`src/rtl/calc_pkg.sv`:
```
// rtl/calc_pkg.sv - shared key, opcode and state encodings for the calculator entry path
package calc_pkg;

   typedef enum logic [1:0] {
      KEY_DIGIT = 2'b00,
      KEY_OP    = 2'b01,
      KEY_EQ    = 2'b10,
      KEY_CLR   = 2'b11
   } key_t;

   typedef enum logic [1:0] {
      OP_ADD = 2'b00,
      OP_SUB = 2'b01,
      OP_MUL = 2'b10,
      OP_MOD = 2'b11
   } op_t;

   typedef enum logic [2:0] {
      ST_IDLE    = 3'd0,
      ST_HAVE_A  = 3'd1,
      ST_HAVE_OP = 3'd2,
      ST_HAVE_B  = 3'd3,
      ST_EXEC    = 3'd4,
      ST_SHOW    = 3'd5
   } state_t;

   // A DW+1 result fits DW signed bits when its two top bits agree.
   function automatic logic fits_narrow(input logic [1:0] top_bits);
      return top_bits[1] == top_bits[0];
   endfunction

endpackage

```
`src/rtl/calc_timeout_ctr.sv`:
```
// rtl/calc_timeout_ctr.sv - down-counter that pulses expire after CYCLES uninterrupted run cycles
module calc_timeout_ctr #(
   parameter int CYCLES = 16
) (
   input  logic clk,
   input  logic rst,
   input  logic clr,
   input  logic run,
   output logic expire
);

   localparam int CW = (CYCLES > 1) ? $clog2(CYCLES) : 1;
   localparam logic [CW-1:0] LOAD = CW'(CYCLES - 1);

   logic [CW-1:0] cnt_q, cnt_d;

   assign expire = run & ~clr & (cnt_q == '0);

   always_comb begin
      cnt_d = cnt_q;
      if (clr || expire)
         cnt_d = LOAD;
      else if (run)
         cnt_d = cnt_q - 1'b1;
   end

   always_ff @(posedge clk) begin
      if (rst)
         cnt_q <= LOAD;
      else
         cnt_q <= cnt_d;
   end

endmodule

```
`src/rtl/calc_entry_ctrl.sv`:
```
// rtl/calc_entry_ctrl.sv - key-driven operand/operator sequencer feeding the ALU and latching its result
module calc_entry_ctrl
   import calc_pkg::*;
#(
   parameter int DW          = 3,
   parameter int TIMEOUT_CYC = 1_000_000
) (
   input  logic          clk,
   input  logic          rst,
   input  logic          key_valid,
   input  logic [1:0]    key_type,
   input  logic [DW-1:0] key_data,
   output logic          key_ready,
   output logic [DW-1:0] alu_a,
   output logic [DW-1:0] alu_b,
   output logic [1:0]    alu_s,
   input  logic [DW:0]   alu_r,
   input  logic          alu_sf,
   input  logic          alu_zf,
   input  logic          alu_dzf,
   output logic [DW:0]   res,
   output logic          res_sf,
   output logic          res_zf,
   output logic          res_dzf,
   output logic          res_valid,
   output logic          err_seq
);

   state_t        state_q, state_d;
   logic [DW-1:0] alu_a_q, alu_a_d;
   logic [DW-1:0] alu_b_q, alu_b_d;
   op_t           alu_s_q, alu_s_d;
   logic [DW:0]   res_q, res_d;
   logic          res_sf_q, res_sf_d;
   logic          res_zf_q, res_zf_d;
   logic          res_dzf_q, res_dzf_d;
   logic          res_valid_q, res_valid_d;
   logic          err_seq_q, err_seq_d;
   logic          key_ready_q, key_ready_d;

   logic   key_acc;
   logic   in_entry;
   logic   tmo_expire;
   key_t   kt;
   op_t    key_op;
   logic   chain_ok;

   assign key_acc  = key_valid & key_ready_q;
   assign kt       = key_t'(key_type);
   assign key_op   = op_t'(key_data[1:0]);
   assign in_entry = (state_q == ST_HAVE_A) || (state_q == ST_HAVE_OP) || (state_q == ST_HAVE_B);
   assign chain_ok = ~res_dzf_q & fits_narrow(res_q[DW:DW-1]);

   calc_timeout_ctr #(
      .CYCLES (TIMEOUT_CYC)
   ) u_timeout (
      .clk    (clk),
      .rst    (rst),
      .clr    (key_acc | ~in_entry),
      .run    (in_entry),
      .expire (tmo_expire)
   );

   always_comb begin
      state_d   = state_q;
      alu_a_d   = alu_a_q;
      alu_b_d   = alu_b_q;
      alu_s_d   = alu_s_q;
      res_d     = res_q;
      res_sf_d  = res_sf_q;
      res_zf_d  = res_zf_q;
      res_dzf_d = res_dzf_q;
      err_seq_d = 1'b0;

      // expire already excludes a same-cycle key, so a late key keeps the entry alive
      if ((key_acc && kt == KEY_CLR) || tmo_expire) begin
         state_d   = ST_IDLE;
         alu_a_d   = '0;
         alu_b_d   = '0;
         alu_s_d   = OP_ADD;
         res_d     = '0;
         res_sf_d  = 1'b0;
         res_zf_d  = 1'b0;
         res_dzf_d = 1'b0;
      end else if (state_q == ST_EXEC) begin
         res_d     = alu_r;
         res_sf_d  = alu_sf;
         res_zf_d  = alu_zf;
         res_dzf_d = alu_dzf;
         state_d   = ST_SHOW;
      end else if (key_acc) begin
         case (state_q)
            ST_IDLE: begin
               if (kt == KEY_DIGIT) begin
                  alu_a_d = key_data;
                  state_d = ST_HAVE_A;
               end else
                  err_seq_d = 1'b1;
            end
            ST_HAVE_A: begin
               if (kt == KEY_DIGIT)
                  alu_a_d = key_data;
               else if (kt == KEY_OP) begin
                  alu_s_d = key_op;
                  state_d = ST_HAVE_OP;
               end else
                  err_seq_d = 1'b1;
            end
            ST_HAVE_OP: begin
               if (kt == KEY_OP)
                  alu_s_d = key_op;
               else if (kt == KEY_DIGIT) begin
                  alu_b_d = key_data;
                  state_d = ST_HAVE_B;
               end else
                  err_seq_d = 1'b1;
            end
            ST_HAVE_B: begin
               if (kt == KEY_DIGIT)
                  alu_b_d = key_data;
               else if (kt == KEY_EQ)
                  state_d = ST_EXEC;
               else
                  err_seq_d = 1'b1;
            end
            ST_SHOW: begin
               if (kt == KEY_DIGIT) begin
                  alu_a_d = key_data;
                  state_d = ST_HAVE_A;
               end else if (kt == KEY_OP && chain_ok) begin
                  alu_a_d = res_q[DW-1:0];
                  alu_s_d = key_op;
                  state_d = ST_HAVE_OP;
               end else
                  err_seq_d = 1'b1;
            end
            default: ;
         endcase
      end

      res_valid_d = (state_d == ST_SHOW);
      key_ready_d = (state_d != ST_EXEC);
   end

   always_ff @(posedge clk) begin
      if (rst) begin
         state_q     <= ST_IDLE;
         alu_a_q     <= '0;
         alu_b_q     <= '0;
         alu_s_q     <= OP_ADD;
         res_q       <= '0;
         res_sf_q    <= 1'b0;
         res_zf_q    <= 1'b0;
         res_dzf_q   <= 1'b0;
         res_valid_q <= 1'b0;
         err_seq_q   <= 1'b0;
         key_ready_q <= 1'b1;
      end else begin
         state_q     <= state_d;
         alu_a_q     <= alu_a_d;
         alu_b_q     <= alu_b_d;
         alu_s_q     <= alu_s_d;
         res_q       <= res_d;
         res_sf_q    <= res_sf_d;
         res_zf_q    <= res_zf_d;
         res_dzf_q   <= res_dzf_d;
         res_valid_q <= res_valid_d;
         err_seq_q   <= err_seq_d;
         key_ready_q <= key_ready_d;
      end
   end

   assign key_ready = key_ready_q;
   assign alu_a     = alu_a_q;
   assign alu_b     = alu_b_q;
   assign alu_s     = alu_s_q;
   assign res       = res_q;
   assign res_sf    = res_sf_q;
   assign res_zf    = res_zf_q;
   assign res_dzf   = res_dzf_q;
   assign res_valid = res_valid_q;
   assign err_seq   = err_seq_q;

endmodule

```
`config.mk`:
```
export PLATFORM = sky130hd
export DESIGN_NAME = calc_entry_ctrl
export DESIGN_NICKNAME = d
export VERILOG_FILES = /design/src/rtl/calc_pkg.sv /design/src/rtl/calc_timeout_ctr.sv /design/src/rtl/calc_entry_ctrl.sv
export SDC_FILE = /design/constraint.sdc
export NUM_CORES = 1
export LEC_CHECK = 0
export BUFFER_PORTS_ARGS = -buffer_cell sky130_fd_sc_hd__buf_2
export CAP_MARGIN = 20
export CORE_UTILIZATION = 45
export CTS_BUF_LIST = sky130_fd_sc_hd__clkbuf_4
export CTS_CLUSTER_DIAMETER = 50
export CTS_CLUSTER_SIZE = 24
export DETAILED_ROUTE_END_ITERATION = 16
export PLACE_DENSITY = 0.76
export SYNTH_ARGS = -nofsm -noshare
export SYNTH_HDL_FRONTEND = slang
export SYNTH_SLANG_ARGS = --single-unit
```
`constraint.sdc`:
```
create_clock -name clk -period 2 [get_ports clk]
set_input_delay 0.4 -clock clk [delete_from_list [all_inputs] [get_ports clk]]
set_output_delay 0.4 -clock clk [all_outputs]
set_load 0.03 [all_outputs]
```
Word-level counts from Yosys, hierarchy flattened
Index checks and enable logic that the tools add are counted.
{"block": "classes", "addsub": 1, "n_eq_ne": 17, "mux": 34, "bitwise_logic": 10, "reduce_logical": 19}
{"op": "3-bit two-way mux", "n": 17}
{"op": "20-bit logical NOT", "n": 1}
{"op": "20-bit by 1-bit subtractor with 20-bit output (second input constant)", "n": 1}
{"op": "3-bit case mux with 5 select lines", "n": 1}
{"op": "3-bit case mux with 2 select lines", "n": 2}
{"op": "3-bit equality test (second input constant)", "n": 3}
{"op": "1-bit two-way mux", "n": 8}
{"op": "2-bit two-way mux", "n": 4}
{"op": "2-bit != test (second input constant)", "n": 4}
{"op": "3-bit by 2-bit equality test with 1-bit output (second input constant)", "n": 2}
{"op": "3-bit != test (second input constant)", "n": 2}
{"op": "2-bit case mux with 3 select lines", "n": 1}
{"op": "6-bit AND reduction", "n": 1}
{"op": "2-bit OR reduction", "n": 3}
{"op": "1-bit inverter", "n": 5}
{"op": "1-bit case mux with 5 select lines", "n": 1}
{"op": "5-bit AND reduction", "n": 1}
{"op": "1-bit AND", "n": 4}
{"op": "2-bit equality test (second input constant)", "n": 2}
{"op": "1-bit logical OR", "n": 4}
{"op": "4-bit AND reduction", "n": 1}
{"op": "2-bit nonzero test", "n": 2}
{"op": "4-bit OR reduction", "n": 1}
{"op": "3-bit by 1-bit equality test with 1-bit output (second input constant)", "n": 1}
{"op": "other kinds (8)", "n": 9}
{"block": "totals", "ff_bits": 41, "inputBits": 15, "output_inout_bits": 18, "elab_cells": 93}

Longest topological paths before layout
{"block": "logic_depth", "ltp_word": 11, "depth_mapped": 7, "ltp_nobuf": 6}

By module
From an unflattened synthesis, not the netlist that was laid out.
{"block": "hier_totals", "cells_unflattened": 229, "area_unflattened_um2": 2068.2}
{"module": "calc_entry_ctrl", "instances": 1, "cells_per_inst": 120, "area_each_um2": 1081.0, "seq_area_each_um2": 420.4}
{"module": "calc_timeout_ctr", "instances": 1, "cells_per_inst": 109, "area_each_um2": 987.2, "seq_area_each_um2": 400.4}

Worst setup path before layout
Ideal clock, no wire load.
{"block": "synth_timing", "path_type": "register to register", "from": "reg u_timeout.cnt_q[14]", "to": "reg alu_b_q[2] (netlist: alu_b[2])", "setup_ns": 0.132, "arrival_ns": 1.935, "t_required_ns": 1.868, "slack_ns": -0.067, "path_stages_with_launch": 6, "path_buffers": 1, "synth_period_minus_slack_ns": 2.067, "cell_sequence": "dfxtp_1 -> or4_4 -> or4b_4 -> nor4_4 -> buf_6 -> nor3_1"}
{"block": "synth_between", "elab_chain_len": 4}
{"item": "start: declaration", "line": "calc_timeout_ctr.sv:15", "source": "logic [CW-1:0] cnt_q, cnt_d;"}
{"item": "start signal: assignment", "line": "calc_timeout_ctr.sv:31", "source": "cnt_q <= cnt_d;"}
{"item": "20-bit logical NOT", "line": "calc_timeout_ctr.sv:17", "source": "assign expire = run & ~clr & (cnt_q == '0);"}
{"item": "1-bit AND", "line": "calc_timeout_ctr.sv:17"}
{"item": "1-bit logical OR", "line": "calc_entry_ctrl.sv:76", "source": "if ((key_acc && kt == KEY_CLR) || tmo_expire) begin"}
{"item": "2-bit OR reduction (no source line)"}
{"item": "end signal: assignment", "line": "calc_entry_ctrl.sv:161", "source": "alu_b_q <= alu_b_d;"}
{"item": "end: declaration", "line": "calc_entry_ctrl.sv:31", "source": "logic [DW-1:0] alu_b_q, alu_b_d;"}
Every way passes these cells.
A chain may end at the register's enable or synchronous reset.

Worst setup path after layout
{"block": "layout_timing", "from": "reg u_timeout.cnt_q[14]", "to": "reg alu_a_q[0] (netlist: alu_a[0])"}
{"block": "layout_between", "elab_chain_len": 4}
{"item": "20-bit logical NOT", "line": "calc_timeout_ctr.sv:17"}
{"item": "1-bit AND", "line": "calc_timeout_ctr.sv:17"}
{"item": "1-bit logical OR", "line": "calc_entry_ctrl.sv:76"}
{"item": "2-bit OR reduction (no source line)"}
{"item": "end signal: assignment", "line": "calc_entry_ctrl.sv:160", "source": "alu_a_q <= alu_a_d;"}
{"item": "end: declaration", "line": "calc_entry_ctrl.sv:30", "source": "logic [DW-1:0] alu_a_q, alu_a_d;"}
Every way passes these cells.

==> summary.txt <==
reg2reg setup slack: -0.03 ns
Via Count: 2004
Design Area, Final: 2610 µm²
Pleak: 1.03 nW
Post-CTS Hold Buffers: 0
Worst Path Required: 2.21 ns
Worst setup EP type: register
first-pass GRT wire length: 8390 µm
number of synthesized flops with an enable pin: 0
XOR/XNOR Fraction of Synth Area: 0.0335
uppermost routed layer: met4
met3 routed WL: 261 µm
vias in the first global route: 1900
drt drc: 0
Hold Path Class: in -> reg
clk root buf: clkbuf_4
ANT nets after route: 0
worst skew pair latency: 0.34 ns
#FFs+latches synth: 41
CP top delay family: simple AND/OR/NAND/NOR gates
layout cell share with drive strength beyond 1: 0.321
crit path launch: u_timeout.cnt_q[14]$_SDFFE_PP1N_
Synth Area in Compound Gates: 0.177
core area: 4410 µm²
initial drt markers: 153
failing checks: setup timing
top-level I/O count: 33
GRT Total Usage: 0.208
CTS Buf Count: 5
MaxCap Viol Count: 0
Clk pin slew, worst setup/hold paths: 0.13 ns
number of nets in the layout: 305
CP peak stage delay: 0.55 ns
die area: 4930 µm²
initial antenna violation count: 0
die height: 70.2 µm
clk sinks: 41
min-delay src: key_data[0]
CP max stage cell: or4_4
startpoint class of the critical path: register
Pwr Density: 585 nW/µm²
hold slack: 0.343 ns
final hold vios: 0
Max clock buf depth: 2
Simple-Gate Fraction of Synth Area: 0.295
fmax: 494 MHz
max-slew violations: 0
multi-input logic area: 1200 µm²
Min Clock Period, post-route: 2.03 ns
routed len/inst: 14.7 µm
Yosys top cell area share: 0.392
crit-path max FO: 17
Worst Skew: 0.0152 ns
Initial Util: 0.474
prevailing post-synth register cell: dfxtp_1
metal2 WL: 2340 µm
Core Rows: 24
reg2reg path depth: 5
setup-violating endpoint count in the final report: 19
Synth cell types: 55
Seq/Total Area, Yosys: 0.392
Buffers on Ports: 32
drt pass-1 iters: 4
R2R Path Start: u_timeout.cnt_q[14]$_SDFFE_PP1N_
Synth async-reset ratio: 0
RSZ-0062 raised after global routing: yes
Tcrit/Tclk final: 1.01
Reg area: 823 µm²
Worst Path Buf+Inv: 1
Worst Tran Pin Value: 0.566 ns
mux share of post-synthesis cell area: 0.0478
dpl hpwl: 3470 µm
final wirelength: 5010 µm
ant diodes: 0
fillers: 357
synthesized area: 2090 µm²
H-tree level count: 2
Mapped Cells: 234
Crit path depth: 5
DR vias/cell: 5.86
CP arrival: 2.24 ns
Die X-Extent: 70.2 µm
worst path cell trace: or4_4 -> or4b_4 -> nor4_4 -> buf_12 -> nor4_1
Crit Path Class: reg -> reg
Area after DPL: 2480 µm²
yosys warns: 0
Layout area overhead: 24.5%
Worst Hold End: alu_s[0]$_SDFFE_PP0P_
setup ws final: -0.0256 ns
worst hold path depth: 3
largest family of logic cells by synthesized area: simple AND/OR/NAND/NOR gates
Syn Nets: 250
M1 WL: 2380 µm
Setup Fix Bufs, Post-CTS: 0
clock tree from TritonCTS: yes
post-synth top area cell: dfxtp_1
total grt overflow: 0
RR Endpoint: alu_a[0]$_SDFFE_PP0P_
status: finished with violations
Slew Limit Headroom: 0.621
VDD IR max: 0.498 mV
largest cells by area after synthesis: dfxtp_1 (39%), mux2i_1 (4.8%), nor3_1 (3.3%)
largest net degree at the start of global routing: 19
Synth Area in Adders: 0.00597
GPL Wtd Cong: 0.889
Avg Synthesized Cell Area: 8.95 µm²
[cells in the mapped netlist (all sizes together), types with 2 or more instances]
cell type,number
and3,3
nand2,17
nor2b,4
a21oi,10
nor4,6
and3b,2
mux2i,10
or2,3
nand4,3
nand3,11
dfxtp,41
nor3,14
nand2b,5
nand4b,3
a41oi,2
o31ai,8
a211oi,3
buf,6
xor2,7
or4,10
a2111oi,3
o21ai,10
nor2,7
nand3b,3
or3,9
inv,4
clkbuf,10
[cell type report]
cell class / count / area share
Clock buffer: 6 / 0.0173
Sequential cell: 41 / 0.316
Tap cell: 52 / 0.0250
Inverter: 4 / 0.00576
Multi-Input combinational cell: 173 / 0.461
Timing Repair Buffer: 64 / 0.163
Clock inverter: 2 / 0.0130
[cells in the final DEF (no fill, tap or decap), types with 4 or more instances in the layout]
cell type and count:
nor4_1 5, inv_1 4, or3_1 6, nand3_1 10, o21ai_0 10, nor2b_1 4, buf_2 32, xor2_1 7
clkbuf_4 6, nor2_1 5, o31ai_1 7, dfxtp_1 39, mux2i_1 10, nor3_1 14, or4_1 6, nand2b_1 5
a21oi_1 9, nand2_1 17, buf_4 28
[metal layers]
metal	up-vias	GRT usage
met3	4	0.0491
li1	994	-
met4	0	0.0422
met5	-	0
met2	66	0.346
met1	940	0.274
[stage by stage]
stage	std cells	setup TNS, ns	util	power, mW	worst slack [ns]
3_3_place_gp	333	-0.0380	0.561	0.993	-0.0287
6_report	342	-0.229	0.591	1.53	-0.0256
3_5_place_dp	333	-0.242	0.561	0.997	-0.0675
5_1_grt	342	-1.84	0.591	1.59	-0.0856
2_1_floorplan	234	-0.666	-	0.940	-0.0582
4_1_cts	342	-0.0376	0.584	1.54	-0.0131
[worst max path at each step]
stage	slack [ns]	to
6_report	-0.03	alu_a[0]$_SDFFE_PP0P_
5_1_grt	-0.09	u_timeout.cnt_q[1]$_SDFFE_PP1N_
4_1_cts	-0.01	alu_a[2]$_SDFFE_PP0P_
3_5_place_dp	-0.07	u_timeout.cnt_q[1]$_SDFFE_PP1N_
3_3_place_gp	-0.03	u_timeout.cnt_q[1]$_SDFFE_PP1N_
2_1_floorplan	-0.06	alu_b[2]$_SDFFE_PP0P_
[sequential cells by signal, summed over array words and instances (netlist names)]
register         cells
key_ready            1
err_seq              1
res_dzf              1
alu_b                3
res_zf               1
u_timeout.cnt_q     20
res                  4
res_valid            1
state_q              3
alu_a                3
alu_s                2
res_sf               1
[worst reg2reg max path: cells and delay by family (launching register included)]
kind	cells	cell delay, ns
flops	1	0.34
buf+inv	1	0.19
simple gates	4	1.37
[power by group]
part	internal, mW	switching, mW	total (mW)
Clock	0.274	0.269	0.543
Combinational	0.0623	0.0895	0.152
Sequential	0.824	0.00680	0.831
[repair_timing]
action / in CTS / in global routing
resized for setup: 5 / 9
pin swaps: 1 / 4
setup endpoints to repair: 16 / 35
cloned: 1 / 0
[logic make-up (layout without fill, tap and decap cells)]
logic type | after synthesis | count (layout)
simple gates | 103 | 103
compound gates | 51 | 51
buf+inv | 20 | 76
fa+ha+maj | 1 | 1
flops | 41 | 41
mux | 10 | 10
xor+xnor | 8 | 8
(Power assumes the default switching activity.)
